**src/rtl/pll_seq_pkg.sv**
```systemverilog
// pll_seq_pkg: shared types and helpers for the PLL reset sequencer.
// Holds the state encoding and the status-counter saturation limit.
package pll_seq_pkg;

  typedef enum logic [2:0] {
    PLL_RST   = 3'd0,
    WAIT_LOCK = 3'd1,
    STABLE    = 3'd2,
    RELEASE   = 3'd3,
    RUN       = 3'd4
  } pll_state_e;

  localparam logic [3:0] CNT_SAT = 4'hF;

  function automatic logic [3:0] sat_inc(input logic [3:0] v);
    return (v == CNT_SAT) ? v : v + 4'd1;
  endfunction

endpackage

```
**src/rtl/sync2.sv**
```systemverilog
// sync2: generic two-flop synchronizer for asynchronous status lines.
// Both stages clear on a synchronous active-high reset.
module sync2 #(
  parameter int unsigned W = 1
) (
  input  logic         clk_i,
  input  logic         reset_i,
  input  logic [W-1:0] d_i,
  output logic [W-1:0] q_o
);

  logic [W-1:0] meta_q;
  logic [W-1:0] sync_q;

  always_ff @(posedge clk_i) begin
    if (reset_i) begin
      meta_q <= '0;
      sync_q <= '0;
    end else begin
      meta_q <= d_i;
      sync_q <= meta_q;
    end
  end

  assign q_o = sync_q;

endmodule

```
**src/rtl/pll_reset_seq.sv**
```systemverilog
// pll_reset_seq: drives the PLL reset, qualifies lock, then releases
// the system reset of the PLL-clocked domain; retries on timeout/loss.
module pll_reset_seq
  import pll_seq_pkg::*;
#(
  parameter int unsigned PLL_RST_CYCLES = 16,
  parameter int unsigned LOCK_TIMEOUT   = 4096,
  parameter int unsigned STABLE_CYCLES  = 256,
  parameter int unsigned RELEASE_CYCLES = 64
) (
  input  logic       clk_i,
  input  logic       reset_i,
  input  logic       lock_i,
  input  logic       force_relock_i,
  output logic       pll_rstn_o,
  output logic       sys_reset_o,
  output logic       ready_o,
  output logic [3:0] retry_cnt_o,
  output logic [3:0] loss_cnt_o,
  output logic [2:0] state_o
);

  localparam int unsigned M0 =
    (PLL_RST_CYCLES > LOCK_TIMEOUT) ? PLL_RST_CYCLES : LOCK_TIMEOUT;
  localparam int unsigned M1 =
    (STABLE_CYCLES > RELEASE_CYCLES) ? STABLE_CYCLES : RELEASE_CYCLES;
  localparam int unsigned MAXP = (M0 > M1) ? M0 : M1;
  localparam int CW = $clog2(MAXP);

  localparam logic [CW-1:0] RST_LAST = CW'(PLL_RST_CYCLES - 1);
  localparam logic [CW-1:0] TO_LAST  = CW'(LOCK_TIMEOUT - 1);
  localparam logic [CW-1:0] STB_LAST = CW'(STABLE_CYCLES - 1);
  localparam logic [CW-1:0] REL_LAST = CW'(RELEASE_CYCLES - 1);

  logic       lock_s;
  pll_state_e state_q, state_d;
  logic [CW-1:0] cnt_q, cnt_d;
  logic [3:0] retry_q, retry_d;
  logic [3:0] loss_q, loss_d;
  logic       pll_rstn_q;
  logic       sys_reset_q;
  logic       ready_q;

  sync2 #(
    .W(1)
  ) u_lock_sync (
    .clk_i  (clk_i),
    .reset_i(reset_i),
    .d_i    (lock_i),
    .q_o    (lock_s)
  );

  always_comb begin
    state_d = state_q;
    cnt_d   = cnt_q + CW'(1);
    retry_d = retry_q;
    loss_d  = loss_q;
    // A relock request outranks any timeout or loss seen this cycle.
    if (force_relock_i && (state_q != PLL_RST)) begin
      state_d = PLL_RST;
    end else begin
      case (state_q)
        PLL_RST: begin
          if (cnt_q == RST_LAST) state_d = WAIT_LOCK;
        end
        WAIT_LOCK: begin
          if (lock_s) begin
            state_d = STABLE;
          end else if (cnt_q == TO_LAST) begin
            retry_d = sat_inc(retry_q);
            state_d = PLL_RST;
          end
        end
        STABLE: begin
          if (!lock_s) state_d = WAIT_LOCK;
          else if (cnt_q == STB_LAST) state_d = RELEASE;
        end
        RELEASE: begin
          if (!lock_s) begin
            loss_d  = sat_inc(loss_q);
            state_d = PLL_RST;
          end else if (cnt_q == REL_LAST) begin
            state_d = RUN;
          end
        end
        RUN: begin
          if (!lock_s) begin
            loss_d  = sat_inc(loss_q);
            state_d = PLL_RST;
          end
        end
        default: state_d = PLL_RST;
      endcase
    end
    if (state_d != state_q) cnt_d = '0;
  end

  always_ff @(posedge clk_i) begin
    if (reset_i) begin
      state_q     <= PLL_RST;
      cnt_q       <= '0;
      retry_q     <= '0;
      loss_q      <= '0;
      pll_rstn_q  <= 1'b0;
      sys_reset_q <= 1'b1;
      ready_q     <= 1'b0;
    end else begin
      state_q     <= state_d;
      cnt_q       <= cnt_d;
      retry_q     <= retry_d;
      loss_q      <= loss_d;
      pll_rstn_q  <= (state_q != PLL_RST);
      sys_reset_q <= (state_q != RUN);
      ready_q     <= (state_q == RUN);
    end
  end

  assign pll_rstn_o  = pll_rstn_q;
  assign sys_reset_o = sys_reset_q;
  assign ready_o     = ready_q;
  assign retry_cnt_o = retry_q;
  assign loss_cnt_o  = loss_q;
  assign state_o     = state_q;

endmodule

```
**config.mk**
```make
export PLATFORM = sky130hd
export DESIGN_NAME = pll_reset_seq
export DESIGN_NICKNAME = d
export VERILOG_FILES = /design/src/rtl/pll_seq_pkg.sv /design/src/rtl/sync2.sv /design/src/rtl/pll_reset_seq.sv
export SDC_FILE = /design/constraint.sdc
export NUM_CORES = 1
export LEC_CHECK = 0
export BUFFER_PORTS_ARGS = -buffer_cell sky130_fd_sc_hd__buf_2
export CELL_PAD_IN_SITES_DETAIL_PLACEMENT = 2
export CELL_PAD_IN_SITES_GLOBAL_PLACEMENT = 2
export CORE_ASPECT_RATIO = 1.25
export CORE_MARGIN = 2
export CORE_UTILIZATION = 25
export CTS_CLUSTER_DIAMETER = 120
export DETAILED_ROUTE_END_ITERATION = 12
export PLACE_DENSITY_LB_ADDON = 0.1
export SYNTH_ARGS = -nofsm -noshare
export SYNTH_HDL_FRONTEND = slang
export SYNTH_SLANG_ARGS = --single-unit
```
**constraint.sdc**
```tcl
create_clock -name clk_i -period 2 [get_ports clk_i]
set_input_delay 0.1 -clock clk_i [delete_from_list [all_inputs] [get_ports clk_i]]
set_output_delay 0.1 -clock clk_i [all_outputs]
set_load 0.02 [all_outputs]
```
==> impl_results.md, run 1 <==
- Status: finished clean
- CTS tree: built
- Rel. slew slack: 73.48%
- Critical Path Fanout Max: 8
- Clock Latency Late Sink: between 200 and 300 ps
- Core footprint: around 5300 um^2
- Reg2Reg Setup Slack: ~150 ps
- Yosys top cell area share: 41.18%
- Crit path DAT: roughly 2000 ps
- Die H: roughly 87 um
- Sink Count: 28
- Clk buf depth: 2
- Post-cts sizing count: 0
- Cell area after layout: ~1600 um^2
- Sequential area share after synthesis: about two fifths
- Syn-to-layout area delta: 20.13%
- Final Power: about 0.91 mW
- Post-synth top area cell: dfxtp_1
- Place WS: around 57 ps
- Commonest cells post-synth: dfxtp_1, nor2_1, nand2_1, xnor2_1, xor2_1
- Syn avg cell area: roughly 9.1 um^2
- Number of global-route vias before repair: around 1,300
- Worst Reg-to-Reg Cells: 6
- Die area: slightly above 6000 um^2
- Max Transition Viols Final: 0
- WHS Path Cells: 2
- EDFF count, synth: 0
- Power density over the cells: around 560 nW/um^2
- Yosys warnings: 0
- Synth unique cells: 40
- Final Hold Fails: 0
- DR iter-0 viols: 21
- Worst slew pin tran: 397.8 ps
- Placed insts: approximately 230
- Achievable clock frequency: approximately 540 MHz
- Final setup margin: 151.1 ps
- Largest net degree at the start of global routing: 16
- ANT cells: 0
- Initial antenna violation count: 0
- Endpoints failing setup: 0
- Worst r2r dst: loss_cnt_o[3]
- FF+latch count, synth: 28
- Die width: 70 um
- Share of layout cells above drive strength 1: between 20% and 30%
- Top cells by area, synth: dfxtp_1, nor2_1, xnor2_1, xor2_1, ha_1
- Wirelength per Cell: approximately 14 um
- Syn nets: about 160
- Reg area: between 500 and 600 um^2
- HPWL Detailed: between 2000 and 3000 um
- Final nets: 182
- Gpl congestion: between 0.7 and 0.8
- Hold buffers post-CTS: 0
- Area post-placement: around 1600 um^2
- CP Capture Type: register
- Global Route Usage Sum: 12.50%
- Final period utilization: between 90% and 100%
- Min-Delay Startpoint: lock_i
- Clk root buf: clkbuf_8
- Worst endpoint required time: about 2200 ps
- Residual DRC: 0
- DR vias/cell: 4.806
- Leak pwr: 0.6233 nW
- Setup crit start kind: register
- # IOs: 18
- Max-Cap Viols: 0
- Initial core utilization: roughly a quarter
- Min-Delay Endpoint: u_lock_sync.meta_q
- Num rows: 30
- Post-CTS Repair Setup Buffers: 0
- First-pass DRT Iterations: 2
- VDD IR max: about 180 uV
- Post-Synthesis Cells: 149
- Final cell count without fillers: ~240
- CTS clk-pin slew, worst paths: approximately 90 ps
- Cell Area, Synth: about 1400 um^2
- Final Critical Period: 1849 ps
- Critical path type: reg -> reg
- Vias: ~1,100
- First-pass GRT wire length: between 6000 and 7000 um
- H-tree depth: 1
- Total negative setup slack: 0 ps
- Reg-to-Reg Start: state_o[0]
- Total CTS buffers: 3
- Synth Flop Type: dfxtp_1
- Multi-input logic area: ~790 um^2
- Fill count: about 620
- Worst hold path class: in -> reg
- IO Port Bufs: 17
- RSZ-0062 raised after global routing: false
- Antenna Nets Post-Route: 0
- Async S/R FF share, synth: 0%
- Final WL: about 3400 um
- Clock Skews: 5.242 ps
- Grt total ovfl: 0
## how the worst max path moves through the flow
stage | start | endpoint
6_report | state_o[0] | loss_cnt_o[3]
5_1_grt | cnt_q[0] | cnt_q[8]
4_1_cts | state_o[1] | cnt_q[9]
3_5_place_dp | state_o[1] | cnt_q[9]
3_3_place_gp | state_o[1] | cnt_q[4]
2_1_floorplan | cnt_q[0] | cnt_q[4]
## power by group
group          internal (mW)  switching [mW]  leakage, nW
sequential             0.565         0.00656        0.227
clock                  0.135           0.170       0.0216
combinational         0.0124          0.0197        0.375
## registers in the layout, summed over array words and instances (netlist names)
signal              cells
pll_rstn_o              1
loss_cnt_o              4
state_o                 3
retry_cnt_o             4
ready_o                 1
sys_reset_o             1
u_lock_sync.meta_q      1
u_lock_sync.q_o         1
cnt_q                  12
## final cells by class
cell class | count | area share, %
clock buffer | 3 | 2.525
inverter | 3 | 0.6886
multi-input combinational | 113 | 48.20
sequential | 28 | 34.35
tap | 64 | 4.897
timing repair buffer | 26 | 9.334
## stage by stage
| stage | hold slack [ps] | utilization [%] |
|---|---|---|
| global placement | 307.4 | 29.23 |
| floorplan | 171.6 | - |
| finish | 30.19 | 30.68 |
| detailed placement | 319.0 | 29.23 |
| CTS | 19.77 | 30.00 |
| global route | 27.45 | 30.68 |
## critical path, cell delays in order (launching register included)
cell and delay (ps):
dfxtp_1 380, buf_4 190, o31a_1 370, a2111oi_4 410, nand4_1 160, xor2_1 160
nor2_1 60
## routing by layer
layer  wire, um  vias to the layer above  global-route usage, %
met3         65                        4                  1.744
li1           -                      567                      -
met2       1876                       13                  23.81
met1       1417                      555                  14.44
met4         36                        0                  3.671
met5          0                        -                      0
## cells by family after synthesis
| logic type | count (synthesis) | synth area share [%] |
|---|---|---|
| simple gates | 79 | 32.54 |
| flops | 28 | 41.18 |
| xor+xnor | 16 | 10.29 |
| compound gates | 13 | 8.273 |
| buf+inv | 8 | 3.492 |
| fa+ha+maj | 3 | 2.758 |
| mux | 2 | 1.471 |
## layout by cell type, fill, tap and decap left out, types with 2 or more instances in the layout
cell      Yosys  final
nor4_2        1      2
or2_2         2      2
or3_1         2      2
nand3b_1      2      2
buf_2         2     17
nor2b_1       4      4
nor3_1        3      3
nand2_1       9      9
xnor2_1       8      8
ha_1          3      3
buf_4         0      9
dfxtp_1      28     27
clkbuf_8      0      3
mux2i_1       2      2
inv_1         3      3
or3b_1        2      2
a21oi_1       5      5
nand4_1       5      5
nand3_1       6      6
nor4_4        1      2
xor2_1        8      8
nor2_1       28     28
and3_1        4      4
No activity file was read; power rests on OpenSTA's default activity.
==> run 2, diff against run 1 <==
--- a/config.mk
+++ b/config.mk
@@ -9,11 +9,10 @@
 export CELL_PAD_IN_SITES_DETAIL_PLACEMENT = 2
 export CELL_PAD_IN_SITES_GLOBAL_PLACEMENT = 2
 export CORE_ASPECT_RATIO = 1.25
-export CORE_MARGIN = 2
 export CORE_UTILIZATION = 25
 export CTS_CLUSTER_DIAMETER = 120
 export DETAILED_ROUTE_END_ITERATION = 12
-export PLACE_DENSITY_LB_ADDON = 0.1
+export PLACE_DENSITY = 0.68
 export SYNTH_ARGS = -nofsm -noshare
 export SYNTH_HDL_FRONTEND = slang
 export SYNTH_SLANG_ARGS = --single-unit
==> constraint.sdc (replaced) <==
create_clock -name clk_i -period 1.9 [get_ports clk_i]
set_input_delay 0.095 -clock clk_i [delete_from_list [all_inputs] [get_ports clk_i]]
set_output_delay 0.095 -clock clk_i [all_outputs]
set_load 0.02 [all_outputs]
==> impl_results.md, run 2 (synthesized netlist as in run 1, its figures left out) <==
- Status: finished clean (unchanged)
- Number of flip-flops in the largest register: 12 (unchanged)
- Achievable clock frequency: 533.7 MHz (was 540.9 MHz)
- Crit-path slowest cell: dfxtp_1 (was a2111oi_4)
- Vias: 1,185 (was 1,139)
- Die area: 5746 um^2 (was 6055 um^2)
- HPWL Detailed: 2601 um (was 2677 um)
- DR vias/cell: 4.897 (was 4.806)
- Setup crit start kind: register (unchanged)
- Max-Cap Viols: 0 (unchanged)
- Critical path type: reg -> reg (unchanged)
- Max Transition Viols Final: 0 (unchanged)
- Final period utilization: 98.62% (was 92.44%)
- Final cell count without fillers: 242 (was 237)
- Clk buf depth: 2 (unchanged)
- Final Critical Period: 1874 ps (was 1849 ps)
- Sink Count: 28 (unchanged)
- Final setup margin: 26.18 ps (was 151.1 ps)
- DR WL met3: 69 um (was 65 um)
- Wirelength per Cell: 15.67 um (was 14.33 um)
- Global Route Usage Sum: 13.19% (was 12.50%)
- Met2 Routed Length: 1984 um (was 1876 um)
- Worst Path Buf+Inv: 1 (unchanged)
- Share of layout cells above drive strength 1: 28.89% (was 24.28%)
- Final Hold Fails: 0 (unchanged)
- Rel. slew slack: 76.08% (was 73.48%)
- VDD IR max: 329.1 uV (was 177.2 uV)
- Residual DRC: 0 (unchanged)
- CTS tree: built (unchanged)
- CP Capture Type: register (unchanged)
- IO Port Bufs: 17 (unchanged)
- Fin util: 33.83% (was 30.68%)
- Total CTS buffers: 3 (unchanged)
- Reg with most FFs: cnt_q (unchanged)
- Critical Path Fanout Max: 8 (unchanged)
- First-pass GRT wire length: 5761 um (was 6161 um)
- Initial antenna violation count: 0 (unchanged)
- RSZ-0062 raised after global routing: true (was false)
- Worst slew pin tran: 356.1 ps (was 397.8 ps)
- Most frequent cells in the layout: nor2_1, dfxtp_1, buf_2, buf_4, nand2_1 (was nor2_1, dfxtp_1, buf_2, nand2_1, buf_4)
- CP peak stage delay: 430 ps (was 410 ps)
- Syn-to-layout area delta: 28.03% (was 20.13%)
- Crit path DAT: 2080 ps (was 2010 ps)
- Commonest non-fill, non-tap cell in the layout: nor2_1 (unchanged)
- Worst endpoint required time: 2110 ps (was 2160 ps)
- H-tree depth: 1 (unchanged)
- Top layer in use: met4 (unchanged)
- Gpl congestion: 0.6979 (was 0.7079)
- Leak pwr: 0.6654 nW (was 0.6233 nW)
- ANT cells: 0 (unchanged)
- Placed insts: 234 (unchanged)
- CTS clk-pin slew, worst paths: 100 ps (was 90 ps)
- Number of global-route vias before repair: 1,165 (was 1,306)
- M1 wire length: 1674 um (was 1417 um)
- Power density over the cells: 577.9 nW/um^2 (was 555.7 nW/um^2)
- DR iter-0 viols: 23 (was 21)
- Clk root buf: clkbuf_8 (unchanged)
- Clock Latency Late Sink: 270 ps (about the same)
- Final WL: 3791 um (was 3396 um)
- Top delay family on crit path: simple AND/OR/NAND/NOR gates (was compound AO/OA/AOI/OAI gates)
- Largest net degree at the start of global routing: 16 (unchanged)
- Num rows: 29 (was 30)
- Worst hold path class: in -> reg (unchanged)
- Worst Hold Slack: 28.66 ps (was 30.19 ps)
- First-pass DRT Iterations: 4 (was 2)
- Clock Skews: 2.797 ps (was 5.242 ps)
- Core footprint: 5152 um^2 (was 5330 um^2)
- Initial core utilization: 26.42% (was 25.54%)
- Grt total ovfl: 0 (unchanged)
- Antenna Nets Post-Route: 0 (unchanged)
- Endpoints failing setup: 0 (unchanged)
- # IOs: 18 (unchanged)
- Die H: 84.50 um (was 86.50 um)
- Die width: 68 um (was 70 um)
- CP Cell Sequence: buf_4 > nor4bb_2 > o41ai_2 > a21oi_2 > nand4_2 > nor2_1 (was buf_4 > o31a_1 > a2111oi_4 > nand4_1 > xor2_1 > nor2_1)
- Place WS: 8.896 ps (was 56.57 ps)
- Final nets: 188 (was 182)
-- run 2: changes by cell type in the layout (fill, tap and decap cells not counted), sizes merged --
cell | previous run | this run
buf | 26 | 31
clkbuf | 3 | 4
nand4 | 6 | 7
-- run 2: per-stage QoR --
stage / power [mW] / cell area, um^2 / setup TNS [ps]
4_1_cts: 1.022 / 1634 / 0
5_1_grt: 1.063 / 1743 / -375.1
2_1_floorplan: 0.6355 / 1361 / 0
3_3_place_gp: 0.6466 / 1570 / 0
6_report: 1.007 / 1743 / 0
3_5_place_dp: 0.6497 / 1570 / 0
-- run 2: path summary, 6_finish.rpt --
check	from	endpoint	slack, ps	cells past startpoint
min	lock_i	u_lock_sync.meta_q	30	2
max reg2reg	state_o[1]	cnt_q[11]	30	6
max	state_o[1]	cnt_q[11]	30	6
min reg2reg	u_lock_sync.meta_q	u_lock_sync.q_o	450	1
-- run 2: worst register-to-register path: stages, from the launching register on --
cell,delay (ps)
dfxtp_1,430
buf_4,200
nor4bb_2,380
o41ai_2,150
a21oi_2,270
nand4_2,240
nor2_1,150
-- run 2: final cells by class --
class | count | area (um^2)
Clock buffer | 4 | 55.05
Fill cell | 570 | 3410
Inverter | 3 | 11.26
Multi-Input combinational cell | 114 | 847.1
Sequential cell | 28 | 561.8
Tap cell | 62 | 77.57
Timing Repair Buffer | 31 | 190.2
-- run 2: repair_timing --
action | CTS | global route
resized for setup | 1 | 11
hold buffers | 0 | 0
cloned | 0 | 1
buffers inserted | 0 | 3
setup endpoints to repair | 4 | 14
pin swaps | 0 | 5
-- run 2: power breakdown --
group          internal, mW  switching [mW]  leakage (nW)
combinational        0.0163          0.0234         0.410
sequential            0.594         0.00624         0.227
clock                 0.185           0.182        0.0288
total                 0.796           0.212         0.665
-- run 2: metal layers --
layer,vias up,GRT usage (%)
li1,588,-
met3,4,2.038
met1,581,15.77
met2,12,23.53
met4,0,3.409
met5,-,0
==> run 3, diff against run 2 <==
--- a/config.mk
+++ b/config.mk
@@ -8,11 +8,11 @@
 export BUFFER_PORTS_ARGS = -buffer_cell sky130_fd_sc_hd__buf_2
 export CELL_PAD_IN_SITES_DETAIL_PLACEMENT = 2
 export CELL_PAD_IN_SITES_GLOBAL_PLACEMENT = 2
-export CORE_ASPECT_RATIO = 1.25
 export CORE_UTILIZATION = 25
 export CTS_CLUSTER_DIAMETER = 120
 export DETAILED_ROUTE_END_ITERATION = 12
-export PLACE_DENSITY = 0.68
+export HOLD_SLACK_MARGIN = 0.05
+export PLACE_DENSITY_LB_ADDON = 0.15
 export SYNTH_ARGS = -nofsm -noshare
 export SYNTH_HDL_FRONTEND = slang
 export SYNTH_SLANG_ARGS = --single-unit
==> impl_results.md, run 3 (synthesized netlist as in run 1, its figures left out) <==
- Place WS: -92.54 ps (was 8.896 ps)
- Most frequent cells in the layout: nor2_1, dfxtp_1, buf_4, buf_2, nand2_1 (was nor2_1, dfxtp_1, buf_2, buf_4, nand2_1)
- First-pass DRT Iterations: 3 (was 4)
- ANT cells: 0 (unchanged)
- First-pass GRT wire length: 5906 um (was 5761 um)
- Worst Reg-to-Reg Cells: 6 (unchanged)
- Gpl congestion: 0.7550 (was 0.6979)
- Fill count: 597 (was 570)
- Reg-to-Reg Start: cnt_q[9] (was state_o[1])
- Final Hold Fails: 0 (unchanged)
- Rel. slew slack: 68.20% (was 76.08%)
- Min-Delay Startpoint: reset_i (was lock_i)
- Crit path DAT: 1990 ps (was 2080 ps)
- Vias: 1,211 (was 1,185)
- Final period utilization: 95.62% (was 98.62%)
- CTS tree: built (unchanged)
- Worst Hold Slack: 174.1 ps (was 28.66 ps)
- Leak pwr: 0.7004 nW (was 0.6654 nW)
- Worst hold path class: in -> reg (unchanged)
- HPWL Detailed: 2883 um (was 2601 um)
- Largest net degree at the start of global routing: 16 (unchanged)
- Final nets: 195 (was 188)
- WHS Path Cells: 2 (unchanged)
- Residual DRC: 0 (unchanged)
- Antenna Nets Post-Route: 0 (unchanged)
- Sink Count: 28 (unchanged)
- CTS clk-pin slew, worst paths: 90 ps (was 100 ps)
- Clock Skews: 1.569 ps (was 2.797 ps)
- Num rows: 26 (was 29)
- Status: finished clean (unchanged)
- Max-Cap Viols: 0 (unchanged)
- Global Route Usage Sum: 13.63% (was 13.19%)
- Clk buf depth: 2 (unchanged)
- IO Port Bufs: 17 (unchanged)
- Crit. Startpoint: cnt_q[9] (was state_o[1])
- Total negative setup slack: 0 ps (unchanged)
- CP Capture Type: register (unchanged)
- Initial antenna violation count: 0 (unchanged)
- Critical Path Fanout Max: 12 (was 8)
- VDD IR max: 207.7 uV (was 329.1 uV)
- Syn-to-layout area delta: 30.79% (was 28.03%)
- Die width: 75.79 um (was 68 um)
- Number of flip-flops in the largest register: 12 (unchanged)
- Commonest non-fill, non-tap cell in the layout: nor2_1 (unchanged)
- H-tree depth: 1 (unchanged)
- Initial core utilization: 26.32% (was 26.42%)
- Endpoints failing setup: 0 (unchanged)
- Power density over the cells: 569.6 nW/um^2 (was 577.9 nW/um^2)
- Number of global-route vias before repair: 1,238 (was 1,165)
- Max Transition Viols Final: 0 (unchanged)
- Die area: 5744 um^2 (was 5746 um^2)
- Clk root buf: clkbuf_8 (unchanged)
- Worst endpoint required time: 2070 ps (was 2110 ps)
- Final WL: 3653 um (was 3791 um)
- Final setup margin: 83.30 ps (was 26.18 ps)
- Clock Latency Late Sink: 270 ps (about the same)
- Die H: 75.79 um (was 84.50 um)
- Grt total ovfl: 0 (unchanged)
- Critical path type: reg -> reg (unchanged)
- Share of layout cells above drive strength 1: 31.02% (was 28.89%)
- DR vias/cell: 4.712 (was 4.897)
- DR iter-0 viols: 60 (was 23)
- Achievable clock frequency: 550.4 MHz (was 533.7 MHz)
- Setup crit start kind: register (unchanged)
- Final Critical Period: 1817 ps (was 1874 ps)
- Worst slew pin tran: 470.4 ps (was 356.1 ps)
- # IOs: 18 (unchanged)
- Core footprint: 5172 um^2 (was 5152 um^2)
- Wirelength per Cell: 14.21 um (was 15.67 um)
- Total CTS buffers: 3 (unchanged)
- Final Power: 1.014 mW (was 1.007 mW)
- Reg with most FFs: cnt_q (unchanged)
==> run 3: what timing repair did <==
item,in CTS,in global routing
buffers inserted,1,2
pin swaps,2,3
hold endpoints to repair,1,0
endpoints found under the setup margin,13,17
hold buffers,1,0
gates resized for setup,2,7
==> run 3: final cells by class <==
cell class              instances  area (um^2)  share of cell area (%)
multi-input cells             113        797.0                   44.76
flip-flops and latches         28        564.3                   31.69
repair buffers                 39        265.3                   14.90
well taps                      70        87.58                   4.919
clock buffers                   4        55.05                   3.092
inverters                       3        11.26                  0.6325
==> run 3: critical path: stages (launching register included) <==
cell and delay (ps):
dfxtp_1 330, or4_4 590, o41ai_2 320, a21oi_1 150
nand4_2 130, buf_12 140, nor2_1 50
==> run 3: path summary, 6_finish.rpt <==
path	endpoint	slack (ps)
setup / recovery	cnt_q[3]	80
hold / removal	loss_cnt_o[1]	170
setup reg to reg	cnt_q[3]	80
hold reg to reg	u_lock_sync.q_o	450
==> run 3: through the flow <==
stage               util [%]  cells  instance area, um^2
global placement       31.57    249                 1633
global route           34.42    257                 1780
CTS                    33.45    255                 1730
detailed placement     31.57    249                 1633
floorplan                  -    149                 1361
finish                 34.42    257                 1780
==> run 3: layer usage <==
metal / GRT usage (%) / wire, um / up-vias
met5: 0 / 0 / -
met4: 3.704 / 35 / 0
met3: 1.984 / 62 / 5
met2: 24.98 / 1933 / 11
met1: 16.48 / 1621 / 596
li1: - / - / 599
==> run 3: report_power, final <==
group          switching, mW  leakage (nW)  internal (mW)
registers            0.00562         0.228          0.594
clock network          0.184        0.0288          0.186
logic                 0.0237         0.444         0.0211
total                  0.213         0.700          0.801
